<file path="src/rtl/ifetch_unit_if.sv">
// Instruction-fetch bus bundle: instruction-memory read port plus the
// {pc, instr} valid/ready handshake towards decode.
interface ifetch_unit_if;
  logic [31:0] imem_addr;
  logic [31:0] imem_rd;
  logic        out_valid;
  logic        out_ready;
  logic [31:0] out_instr;
  logic [31:0] out_pc;

  modport master (
    output imem_addr,
    input  imem_rd,
    output out_valid,
    input  out_ready,
    output out_instr,
    output out_pc
  );

  modport slave (
    input  imem_addr,
    output imem_rd,
    input  out_valid,
    output out_ready,
    input  out_instr,
    input  out_pc
  );
endinterface

</file>
<file path="src/rtl/ifetch_unit.sv">
// Instruction fetch front end: owns the PC, reads instruction memory and
// buffers {pc, instr} pairs in a prefetch FIFO drained by decode.
module ifetch_unit #(
  parameter int          DEPTH    = 4,
  parameter logic [31:0] RESET_PC = 32'h0000_0000
) (
  input  logic                     clk,
  input  logic                     reset,
  input  logic                     fetch_en,
  input  logic                     redirect,
  input  logic [31:0]              redirect_pc,
  ifetch_unit_if.master            bus,
  output logic [$clog2(DEPTH):0]   fifo_count
);

  localparam int PTR_W = $clog2(DEPTH);
  localparam int CNT_W = PTR_W + 1;
  localparam logic [31:0] NOP = 32'h0000_0013;

  logic [31:0]      pc_q, pc_d;
  logic [CNT_W-1:0] cnt_q, cnt_d;
  logic [PTR_W-1:0] rd_ptr_q, rd_ptr_d;
  logic [PTR_W-1:0] wr_ptr_q, wr_ptr_d;

  logic [31:0] buf_pc_q    [DEPTH];
  logic [31:0] buf_instr_q [DEPTH];

  logic out_valid;
  logic pop;
  logic push;

  assign out_valid = (cnt_q != '0);
  assign pop       = out_valid & bus.out_ready;
  // A full FIFO still accepts a fetch when the head leaves in the same cycle.
  assign push      = fetch_en & ~redirect & ((cnt_q < CNT_W'(DEPTH)) | pop);

  always_comb begin
    pc_d     = pc_q;
    cnt_d    = cnt_q;
    rd_ptr_d = rd_ptr_q;
    wr_ptr_d = wr_ptr_q;
    if (redirect) begin
      pc_d     = {redirect_pc[31:2], 2'b00};
      cnt_d    = '0;
      rd_ptr_d = '0;
      wr_ptr_d = '0;
    end else begin
      if (push) begin
        pc_d     = pc_q + 32'd4;
        wr_ptr_d = wr_ptr_q + 1'b1;
      end
      if (pop) begin
        rd_ptr_d = rd_ptr_q + 1'b1;
      end
      cnt_d = cnt_q + CNT_W'(push) - CNT_W'(pop);
    end
  end

  always_ff @(posedge clk) begin
    if (reset) begin
      pc_q     <= RESET_PC;
      cnt_q    <= '0;
      rd_ptr_q <= '0;
      wr_ptr_q <= '0;
    end else begin
      pc_q     <= pc_d;
      cnt_q    <= cnt_d;
      rd_ptr_q <= rd_ptr_d;
      wr_ptr_q <= wr_ptr_d;
    end
  end

  // Storage is deliberately left unreset; stale contents are masked by out_valid.
  always_ff @(posedge clk) begin
    if (push && !reset) begin
      buf_pc_q[wr_ptr_q]    <= pc_q;
      buf_instr_q[wr_ptr_q] <= bus.imem_rd;
    end
  end

  assign bus.imem_addr = pc_q;
  assign bus.out_valid = out_valid;
  assign bus.out_instr = out_valid ? buf_instr_q[rd_ptr_q] : NOP;
  assign bus.out_pc    = out_valid ? buf_pc_q[rd_ptr_q] : 32'h0;
  assign fifo_count    = cnt_q;

endmodule

</file>
<file path="src/flat_wrapper.sv">
// flat-port wrapper written by rule: the top's interface ports become plain ports
module ifetch_unit_flat 
#(
  parameter int          DEPTH    = 4,
  parameter logic [31:0] RESET_PC = 32'h0000_0000
)
  (clk, reset, fetch_en, redirect, redirect_pc, fifo_count, bus_imem_addr, bus_imem_rd, bus_out_valid, bus_out_ready, bus_out_instr, bus_out_pc);
  ifetch_unit_if bus_i ();
  input  logic clk;
  input  logic reset;
  input  logic fetch_en;
  input  logic redirect;
  input  logic [31:0] redirect_pc;
  output logic [$clog2(DEPTH):0] fifo_count;
  output wire logic [$bits(bus_i.imem_addr)-1:0] bus_imem_addr;
  input wire logic [$bits(bus_i.imem_rd)-1:0] bus_imem_rd;
  output wire logic [$bits(bus_i.out_valid)-1:0] bus_out_valid;
  input wire logic [$bits(bus_i.out_ready)-1:0] bus_out_ready;
  output wire logic [$bits(bus_i.out_instr)-1:0] bus_out_instr;
  output wire logic [$bits(bus_i.out_pc)-1:0] bus_out_pc;
  assign bus_imem_addr = bus_i.imem_addr;
  assign bus_i.imem_rd = bus_imem_rd;
  assign bus_out_valid = bus_i.out_valid;
  assign bus_i.out_ready = bus_out_ready;
  assign bus_out_instr = bus_i.out_instr;
  assign bus_out_pc = bus_i.out_pc;
  ifetch_unit #(.DEPTH(DEPTH), .RESET_PC(RESET_PC)) u_core (.clk(clk), .reset(reset), .fetch_en(fetch_en), .redirect(redirect), .redirect_pc(redirect_pc), .bus(bus_i), .fifo_count(fifo_count));
endmodule
</file>
<file path="config.mk">
export PLATFORM = sky130hd
export DESIGN_NAME = ifetch_unit_flat
export DESIGN_NICKNAME = d
export VERILOG_FILES = /design/src/rtl/ifetch_unit_if.sv /design/src/rtl/ifetch_unit.sv /design/src/flat_wrapper.sv
export SDC_FILE = /design/constraint.sdc
export NUM_CORES = 1
export LEC_CHECK = 0
export ABC_AREA = 0
export CORE_UTILIZATION = 45
export CTS_CLUSTER_SIZE = 24
export DETAILED_ROUTE_END_ITERATION = 8
export PLACE_DENSITY = 0.68
export SYNTH_ARGS = -nofsm -noshare
export SYNTH_HDL_FRONTEND = slang
export SYNTH_SLANG_ARGS = --single-unit
</file>
<file path="constraint.sdc">
create_clock -name clk -period 6.7 [get_ports clk]
set_input_delay 0.67 -clock clk [delete_from_list [all_inputs] [get_ports clk]]
set_output_delay 0.67 -clock clk [all_outputs]
set_load 0.05 [all_outputs]
</file>
== Word-level counts from Yosys, hierarchy flattened ==
Memory sizes are Yosys's and may differ from the RTL's. A register that Yosys moved wholly into a read port is not among the register bits.
Index checks and enable logic that the tools add are counted.
W data, S select, Z words.

* Register bits after elaboration: 39
* Memories kept: 2
* Logic and storage cells: 33
* RAM bits: 256

* Bitwise gates (word level): 5
* $lt $le $gt $ge: 1
* Add/sub/neg operators: 5
* Mux-type cells: 10
* Reduce and logical (&&, ||, !) cells: 5

{| class="wikitable"
|+ Memory list
! memory !! depth !! width !! rd ports !! clocked after Yosys merged registers in !! wr ports !! RTL line !! source
|-
| u_core.buf_instr_q || 4 || 32 || 1 || 1 || 1 || ifetch_unit.sv:26 || <nowiki>logic [31:0] buf_instr_q [DEPTH];</nowiki>
|-
| u_core.buf_pc_q || 4 || 32 || 1 || 1 || 1 || ifetch_unit.sv:25 || <nowiki>logic [31:0] buf_pc_q [DEPTH];</nowiki>
|}

{| class="wikitable"
|+ Operator list
! kind !! count
|-
| $mux W32 || 4
|-
| $add A32 B3 Y32 const B || 1
|-
| $mux W2 || 4
|-
| $add A2 B1 Y2 const B || 2
|-
| $add A3 B1 Y3 || 1
|-
| $and A1 B1 Y1 || 3
|-
| $lt A3 B3 Y1 const B || 1
|-
| $reduce_bool A3 Y1 || 1
|-
| $sub A3 B1 Y3 || 1
|-
| $mux W1 || 2
|-
| $reduce_bool A2 Y1 || 1
|-
| $reduce_or A2 Y1 || 1
|-
| $logic_and A1 B1 Y1 || 1
|-
| $logic_not A1 Y1 || 1
|-
| $not A1 Y1 || 1
|-
| $or A1 B1 Y1 || 1
|}

== Depth between registers and ports, before layout ==
Gate-level depths: netlist of run 1.

* Depth after elaboration: 7
* Gate-level depth with buffers: 10

== Worst setup path before layout of run 1 ==
No wires, ideal clock.

* Kind: input -> register
* Start point: input redirect
* End point: memory u_core.buf_instr_q[0][0] (enable)
* Required time: 6273 ps
* Library setup time: 427 ps
* Data arrival time: 2968 ps
* Stages: 5
* Path buffers: 2
* Path slack: 3306 ps
* Cell sequence: clkbuf_1 > or2_2 > clkbuf_1 > nor2_1 > and2_1

* Word-level cells in the longest chain between the ends: 6

{| class="wikitable"
|+ RTL lines
! what !! RTL line !! source
|-
| from (decl) || flat_wrapper.sv:12 || <nowiki>input logic redirect;</nowiki>
|-
| $not A1 Y1 || ifetch_unit.sv:35 || <nowiki>assign push = fetch_en & ~redirect & ((cnt_q < CNT_W'(DEPTH)) | pop);</nowiki>
|-
| $and A1 B1 Y1 (2 in series) || ifetch_unit.sv:35 ||
|-
| $logic_and A1 B1 Y1 || ifetch_unit.sv:75 || <nowiki>if (push && !reset) begin</nowiki>
|-
| $mux W1 || ifetch_unit.sv:75 ||
|-
| $mux W1 (not written as such) || ifetch_unit.sv:77 || <nowiki>buf_instr_q[wr_ptr_q] <= bus.imem_rd;</nowiki>
|-
| to (decl) || ifetch_unit.sv:26 ||
|}

Every way passes these cells.

==> impl_metrics.toml, run 1 <==
[clocking]
cts_tree = "yes"
post_cts_buffers = 0
clk_latency_ns = 0.55
cts_max_level = 1
cts_sinks = 287
path_clk_slew_ns = 0.06
cts.path.max_buffers = 3
root_buffer = "clkbuf_16"
ctsResizeCount = 0
cts_hold_buf = 0
cts_buffers = 30

[routing]
drc_errors = 0
wl_per_cell_um = 20.7
vias_per_cell = 5.57
drtIter0Drc = 471
antenna_left = 0
num_vias = 6735
totalWireLength_um = 25000
drtPass1Iterations = 5

[setup_path]
critical_path_class = "reg2out"
arrival_ns = 3.50
cp.required_ns = 6.03
worstPathCellList = "buf_4 > mux4_2 > and2_1 > clkdlybuf4s50_1"
end_kind = "output pin"
rrSetupSlack_ns = 3.63
cp_max_fo = 40
critPathSlowestCell = "dfxtp_4"
start_kind = "flop"
slowest_delay_ns = 0.90

[flow_run]
maxCapViolCount = 0

[sta]
min_period_over_period_pct = 62.3
finClkSkew_ns = 0.0195
period_minus_slack_ns = 4.17
worst_pin_slew_ns = 1.01
final_hold_viol_count = 0
setup_viol = 0
fin_hold_ws_ns = 0.498
slew_violations = 0
tns_ns = 0
relSlewSlack_pct = 32.8
fmax_ghz = 0.240
rsz0062_at_grt = "false"

[power_and_ir_drop]
internal_power_uw = 3190
powerDensity_nw_per_um2 = 289
combPwrFrac_pct = 12.4
p_switching_uw = 1040
clock_power_share_pct = 39.7
peakVddDrop_uv = 235
seqPwrFrac_pct = 47.9
switching_share_pct = 24.6
leakage_uw = 0.00465

[yosys]
synthFlopType = "edfxtp_1"
syn-instance-count = 700
synth_edf_count = 248
synth_area_um2 = 11800
seq_area_frac_synth_pct = 70.0
yosys_warnings = 0
avgSynthCellArea_um2 = 16.8
async_flop_share_pct = 0
ys_types = 50
ys_ff_latch = 287

[placement]
dpl.hpwl_um = 14400
globalplace.congestion = 0.767
portBuffers = 162

[cells_and_area]
utilization_pct = 57.7
multi_input_area_um2 = 3270
layout-drive-gt1-share_pct = 14.7
nNetsFinal = 933
layout_common_cells = "248 x edfxtp_1, 162 x clkdlybuf4s50_1, 65 x and2_1"
area_growth_pct = 24.7
regArea_um2 = 8240
fill_cells = 2012
final_common_cell = "edfxtp_1"
n_antenna_cell = 0

[global_routing]
grt_pass1_wl_um = 38700
antenna_found_initial = 1
overflow = 0
grtUsageTotal_pct = 19.1
grt_pass1_vias = 6713
grt_max_degree = 63

[floorplan]
ios = 169
start_util_pct = 46.3
dieArea_um2 = 26800
coreArea_um2 = 25400
fp.dieW_um = 164
fp-row-count = 58
dieHeight_um = 164

[hold_path]
holdCritPathClass = "reg2reg"

[run_status]
outcome = "finished, final reports clean"
-- metrics by stage --
stage          total power, uW  setup WS, ns  instance area [um^2]  cells
2_1_floorplan             2390          3.31                 11800    703
3_3_place_gp              2590          2.97                 13600   1154
3_5_place_dp              2600          2.98                 13600   1154
4_1_cts                   4280          2.38                 14700   1209
5_1_grt                   4370          2.25                 14700   1209
6_report                  4230          2.53                 14700   1209
-- cell type report --
cell class | count | area share, %
flip-flops and latches | 287 | 56.2
repair buffers | 168 | 11.4
inverters | 16 | 0.410
clock inverters | 20 | 1.31
multi-input cells | 353 | 22.3
clock buffers | 35 | 5.60
well taps | 330 | 2.82
-- power groups by stage --
stage | logic [uW] | clock network [uW] | registers, uW
4_1_cts | 533 | 1720 | 2030
5_1_grt | 558 | 1780 | 2030
3_5_place_dp | 531 | 0 | 2070
6_report | 527 | 1680 | 2030
3_3_place_gp | 529 | 0 | 2060
2_1_floorplan | 293 | 0 | 2090
-- logic make-up after synthesis --
| family | after synthesis | share of synthesized area [%] |
|---|---|---|
| buffers and inverters | 63 | 2.36 |
| DFF | 287 | 70.0 |
| xor gates and xnor gates | 13 | 0.969 |
| muxes | 62 | 11.9 |
| adders and majority gates | 8 | 0.916 |
| other | 1 | 0.0319 |
| and+or+nand+nor | 208 | 9.85 |
| AOI/OAI and AO/OA | 58 | 3.97 |
-- registers in the layout, summed over array words and instances, names as in the netlist, named ones only --
signal	cells
u_core.buf_instr_q	128
u_core.buf_pc_q	120
u_core.bus.imem_addr	30
u_core.fifo_count	3
u_core.rd_ptr_q	2
u_core.wr_ptr_q	2
-- worst paths after layout --
kind,from,endpoint,cells past startpoint
setup / recovery,flop,bus_out_pc[26],4
setup reg to reg,u_core.fifo_count[2],u_core.fifo_count[2],11
hold / removal,u_core.wr_ptr_q[1],u_core.wr_ptr_q[1],2
hold reg to reg,u_core.wr_ptr_q[1],u_core.wr_ptr_q[1],2
-- layer usage --
| metal | vias up | part of all wire (%) | GRT usage (%) | routed length (um) |
|---|---|---|---|---|
| li1 | 3077 | - | - | - |
| met1 | 3365 | 44 | 27.4 | 11000 |
| met2 | 255 | 46 | 29.6 | 11500 |
| met3 | 38 | 7.6 | 4.27 | 1910 |
| met4 | 0 | 2.4 | 4.92 | 591 |
| met5 | - | 0 | 0 | 0 |
-- critical path, delay by kind of cell (launching register included) --
kind,cells,cell delay [ns]
buffers and inverters,2,1.28
muxes,1,0.56
DFF,1,0.90
and+or+nand+nor,1,0.20
-- synthesized netlist by cell type (all sizes together) (3+ instances only) --
library cell / instances / area, um^2
o31ai: 8 / 60.1
o41a: 6 / 67.6
and2: 69 / 432
a31oi: 4 / 25.0
dfxtp: 39 / 781
or2: 5 / 31.3
nand2: 19 / 73.8
nor2: 41 / 154
nor3: 4 / 20.0
or4: 5 / 37.5
nand3: 13 / 65.1
nand4: 15 / 100
nor2b: 7 / 43.8
and3: 3 / 18.8
buf: 18 / 109
ha: 7 / 87.6
a2111oi: 7 / 65.1
or3: 6 / 37.5
inv: 15 / 56.3
a21oi: 4 / 20.0
mux4: 62 / 1400
a211oi: 7 / 52.6
edfxtp: 248 / 7450
clkbuf: 29 / 109
a311oi: 8 / 70.1
xor2: 4 / 35.0
nor4: 14 / 87.6
xnor2: 9 / 78.8
and4: 4 / 35.0
o211ai: 3 / 22.5
Note: power is estimated with default switching activity, not from simulation.
==> run 2, diff against run 1 <==
- PLACE_DENSITY: 0.68 -> 0.71
- clock period: 6.7 -> 3.4 ns (I/O delays scaled with it)
==> impl_metrics.toml, run 2 (same netlist as run 1, synthesis figures left out) <==
[routing]
totalWireLength_um = 24900
num_vias = 6765
wl_per_cell_um = 20.2
drtIter0Drc = 446
drtPass1Iterations = 5
vias_per_cell = 5.50
antenna_left = 0
drc_errors = 0

[clocking]
cts_sinks = 287
cts_hold_buf = 0
clk_latency_ns = 0.55
path_clk_slew_ns = 0.06
root_buffer = "clkbuf_16"
cts_tree = "yes"
cts_buffers = 30
cts_max_level = 1
cts.path.max_buffers = 3

[setup_path]
slowest_delay_ns = 0.70
end_kind = "output pin"
critPathSlowestCell = "clkdlybuf4s50_1"
cp_max_fo = 18
arrival_ns = 2.84
cp.required_ns = 3.06
worstPathCellList = "buf_12 > mux4_2 > and2_1 > clkdlybuf4s50_1"
start_kind = "flop"
critical_path_class = "reg2out"

[floorplan]
start_util_pct = 46.3
dieArea_um2 = 26800
dieHeight_um = 164
fp-row-count = 58
ios = 169
fp.dieW_um = 164
coreArea_um2 = 25400

[global_routing]
grt_pass1_wl_um = 38400
grt_max_degree = 63
overflow = 0
top_usage_layer = "met2"
grt_pass1_vias = 6677
antenna_found_initial = 0
use_met1_pct = 26.3
use_met3_pct = 3.35
met2_usage_pct = 31.0
grtUsageTotal_pct = 18.9

[sta]
finClkSkew_ns = 0.00861
final_hold_viol_count = 0
slew_violations = 0
rsz0062_at_grt = "false"
worst_pin_slew_ns = 0.809
relSlewSlack_pct = 46.1
setup_viol = 0
tns_ns = 0
period_minus_slack_ns = 3.18
fmax_ghz = 0.314
min_period_over_period_pct = 93.5

[cells_and_area]
final_common_cell = "edfxtp_1"
area_growth_pct = 26.1
n_antenna_cell = 0
largest_register_ffs = 128
design_area_um2 = 14800
regMostFlops = "u_core.buf_instr_q"
layout-drive-gt1-share_pct = 16.3
layout_common_cells = "248 x edfxtp_1, 162 x clkdlybuf4s50_1, 65 x and2_1"
nNetsFinal = 953

[hold_path]
holdCritPathClass = "in2reg"

[power_and_ir_drop]
powerDensity_nw_per_um2 = 548
switching_share_pct = 25.0
clock_power_share_pct = 37.8
p_switching_uw = 2030
seqPwrFrac_pct = 49.0
leakage_uw = 0.00473
internal_power_uw = 6080
peakVddDrop_uv = 341
combPwrFrac_pct = 13.2

[placement]
globalplace.congestion = 0.803
dpl.hpwl_um = 15600
portBuffers = 162
dpl_cell_area_um2 = 13900

[flow_run]
maxCapViolCount = 0

[run_status]
outcome = "finished, final reports clean"
## run 2: critical path: cells and delay by family (launching register included)
| kind | cells | cell delay, ns |
|---|---|---|
| and+or+nand+nor | 1 | 0.18 |
| buffers and inverters | 2 | 0.95 |
| muxes | 1 | 0.55 |
| DFF | 1 | 0.59 |
## run 2: metrics by stage
stage | total power, uW | setup slack (ns) | hold slack (ns) | instances | util [%]
4_1_cts | 8210 | 0.138 | 0.350 | 1230 | 58.3
2_1_floorplan | 4700 | 0.336 | 0.439 | 703 | -
3_3_place_gp | 5130 | 0.398 | 0.485 | 1174 | 54.6
3_5_place_dp | 5140 | 0.313 | 0.491 | 1174 | 54.6
5_1_grt | 8390 | 0.0737 | 0.380 | 1230 | 58.3
6_report | 8120 | 0.220 | 0.371 | 1230 | 58.3
## run 2: timing repair
action                                 in CTS  in global routing
endpoints found under the hold margin       0                  0
setup endpoints to repair                  32                  0
setup buffers                               0                  0
gates resized for setup                     1                  0
## run 2: area by class of cell
class / count / area (um^2)
Tap cell: 330 / 413
Sequential cell: 287 / 8240
Fill cell: 1961 / 10600
Timing Repair Buffer: 188 / 1900
Clock buffer: 38 / 781
Multi-Input combinational cell: 353 / 3270
Clock inverter: 18 / 155
Inverter: 16 / 60.1
## run 2: final timing paths
| check | start | to | slack [ns] | depth (start not counted) |
|---|---|---|---|---|
| worst max-delay path | flop | bus_out_pc[25] | 0.22 | 4 |
| worst min-delay path | redirect_pc[16] | u_core.bus.imem_addr[16] | 0.37 | 3 |
| worst max register to register | u_core.fifo_count[2] | u_core.fifo_count[2] | 0.66 | 10 |
| worst min register to register | u_core.wr_ptr_q[1] | u_core.wr_ptr_q[1] | 0.50 | 2 |
## run 2: power by group through the flow
stage / logic (uW) / registers, uW / clock network [uW]
after floorplan: 578 / 4120 / 0
after global placement: 1080 / 4050 / 0
after detailed placement: 1080 / 4050 / 0
after CTS: 1090 / 3980 / 3140
after global routing: 1140 / 3990 / 3270
final: 1070 / 3980 / 3070
## run 2: layer usage
layer | wire length [um] | part of all wire [%]
met5 | 0 | 0
met4 | 439 | 1.8
met3 | 1640 | 6.6
met2 | 12100 | 48
met1 | 10800 | 43
==> run 3, diff against run 2 <==
--- a/config.mk
+++ b/config.mk
@@ -11,4 +11,5 @@
 export DETAILED_ROUTE_END_ITERATION = 8
 export PLACE_DENSITY = 0.71
+export SKIP_CTS_REPAIR_TIMING = 1
 export SYNTH_ARGS = -nofsm -noshare
 export SYNTH_HDL_FRONTEND = slang
==> constraint.sdc (replaced) <==
create_clock -name clk -period 3.4 [get_ports clk]
set_input_delay 0.34 -clock clk [delete_from_list [all_inputs] [get_ports clk]]
set_output_delay 0.34 -clock clk [all_outputs]
set_load 0.1 [all_outputs]
==> impl_metrics.toml, run 3 (same netlist as run 1, synthesis figures left out) <==
[setup_path]
cp_num_buf_inv = 2
worstRegToRegCells = 10
cp_max_fo = 16
r2r_end = "u_core.fifo_count[2]"
arrival_ns = 2.48
crit_top_cell = "buf_4"
critPathSlowestCell = "dfxtp_4"
end_kind = "output pin"
cp.required_ns = 3.06
start_kind = "flop"
rrSetupSlack_ns = 0.83
crit_family = "flip-flops"
worstPathCellList = "buf_4 > mux4_2 > or2_2 > buf_4"
critical_path_class = "reg2out"
rr_startpoint = "u_core.fifo_count[2]"
slowest_delay_ns = 0.56

[routing]
num_vias = 6784
wl_met1_um = 11200
drc_errors = 0
totalWireLength_um = 25400
antenna_left = 0
wl_per_cell_um = 20.7
drtIter0Drc = 412
maxUsedRoutingLayer = "met4"
dr_wl_met2_um = 12200
drtPass1Iterations = 4
vias_per_cell = 5.53
wl_met3_um = 1620

[clocking]
cts.path.max_buffers = 3
cts_sinks = 287
cts_max_level = 1
cts_buffers = 29
path_clk_slew_ns = 0.06
root_buffer = "clkbuf_16"
cts_tree = "yes"
clk_latency_ns = 0.56

[global_routing]
overflow = 0
grt_max_degree = 62
grt_pass1_wl_um = 39300
antenna_found_initial = 0
grtUsageTotal_pct = 19.5
grt_pass1_vias = 6829

[sta]
final_hold_viol_count = 0
tns_ns = 0
period_minus_slack_ns = 2.82
min_period_over_period_pct = 83.0
finClkSkew_ns = 0.0121
rsz0062_at_grt = "false"
worst_pin_slew_ns = 1.05
slew_violations = 0
fmax_ghz = 0.354
setup_viol = 0
relSlewSlack_pct = 29.7

[placement]
place_inst = 1173
portBuffers = 162
globalplace.congestion = 0.821
dpl.hpwl_um = 16300

[floorplan]
fp-row-count = 58
dieHeight_um = 164
ios = 169
fp.dieW_um = 164
dieArea_um2 = 26800
coreArea_um2 = 25400
start_util_pct = 46.3

[cells_and_area]
layout-drive-gt1-share_pct = 24.1
layout_common_cells = "248 x edfxtp_1, 94 x clkdlybuf4s50_1, 84 x buf_4"
n_antenna_cell = 0
fin_cells = 1227
final_common_cell = "edfxtp_1"
area_growth_pct = 24.8
nNetsFinal = 951
regMostFlops = "u_core.buf_instr_q"
largest_register_ffs = 128

[power_and_ir_drop]
leakage_uw = 0.00486
peakVddDrop_uv = 436
powerDensity_nw_per_um2 = 580

[flow_run]
maxCapViolCount = 0

[run_status]
outcome = "finished, final reports clean"

[hold_path]
min_path_cells = 3
holdCritPathClass = "in2reg"
worstHoldStart = "redirect_pc[16]"
min_to = "u_core.bus.imem_addr[16]"
-- run 3: changes by cell type in the layout (fill, tap and decap cells not counted), moves of 2 or more --
cell,change
clkinv_1,-2
clkdlybuf4s50_1,-68
clkbuf_1,-3
buf_12,+2
clkbuf_8,+5
buf_4,+65
-- run 3: worst max path at each step --
stage / startpoint / end / slack (ns) / depth (start not counted)
after floorplan: u_core.fifo_count[2] / u_core.buf_instr_q[0][0] / 0.13 / 5
after global placement: bus_out_ready / u_core.buf_instr_q[0][20] / 0.64 / 6
after detailed placement: bus_out_ready / u_core.buf_instr_q[0][20] / 0.57 / 6
after CTS: flop / bus_out_instr[4] / 0.49 / 4
after global routing: flop / bus_out_instr[4] / 0.45 / 4
final: flop / bus_out_instr[4] / 0.58 / 4
-- run 3: routing by layer --
layer | vias to the layer above | GRT usage (%)
met5 | - | 0
met3 | 36 | 3.12
met1 | 3396 | 28.4
met4 | 0 | 4.08
met2 | 243 | 31.1
li1 | 3109 | -
-- run 3: area by class of cell --
class | count | area [um^2]
Sequential cell | 287 | 8240
Timing Repair Buffer | 187 | 1750
Multi-Input combinational cell | 353 | 3270
Fill cell | 1994 | 10700
Clock buffer | 39 | 813
Clock inverter | 15 | 121
Inverter | 16 | 60.1
Tap cell | 330 | 413
-- run 3: where the power goes --
group / internal (uW) / switching [uW] / total (uW)
logic: 370 / 1090 / 1460
clock network: 1760 / 1300 / 3060
registers: 3900 / 86.3 / 3980
-- run 3: per-stage QoR --
step | util [%] | power [uW] | instance area, um^2 | worst slack, ns | hold WS (ns)
3_5_place_dp | 54.0 | 5530 | 13700 | 0.571 | 0.495
3_3_place_gp | 54.0 | 5520 | 13700 | 0.636 | 0.484
2_1_floorplan | - | 5130 | 11800 | 0.128 | 0.439
4_1_cts | 57.7 | 8580 | 14700 | 0.494 | 0.340
5_1_grt | 57.7 | 8770 | 14700 | 0.450 | 0.377
6_report | 57.7 | 8500 | 14700 | 0.579 | 0.347
-- run 3: worst register-to-register path, cell delays in order (launching register included) --
cell,delay [ns]
dfxtp_1,0.35
nor3_1,0.58
inv_2,0.06
and2_1,0.20
ha_1,0.27
inv_1,0.04
ha_1,0.20
fa_1,0.37
xnor2_1,0.21
xnor2_1,0.14
nor2_1,0.05
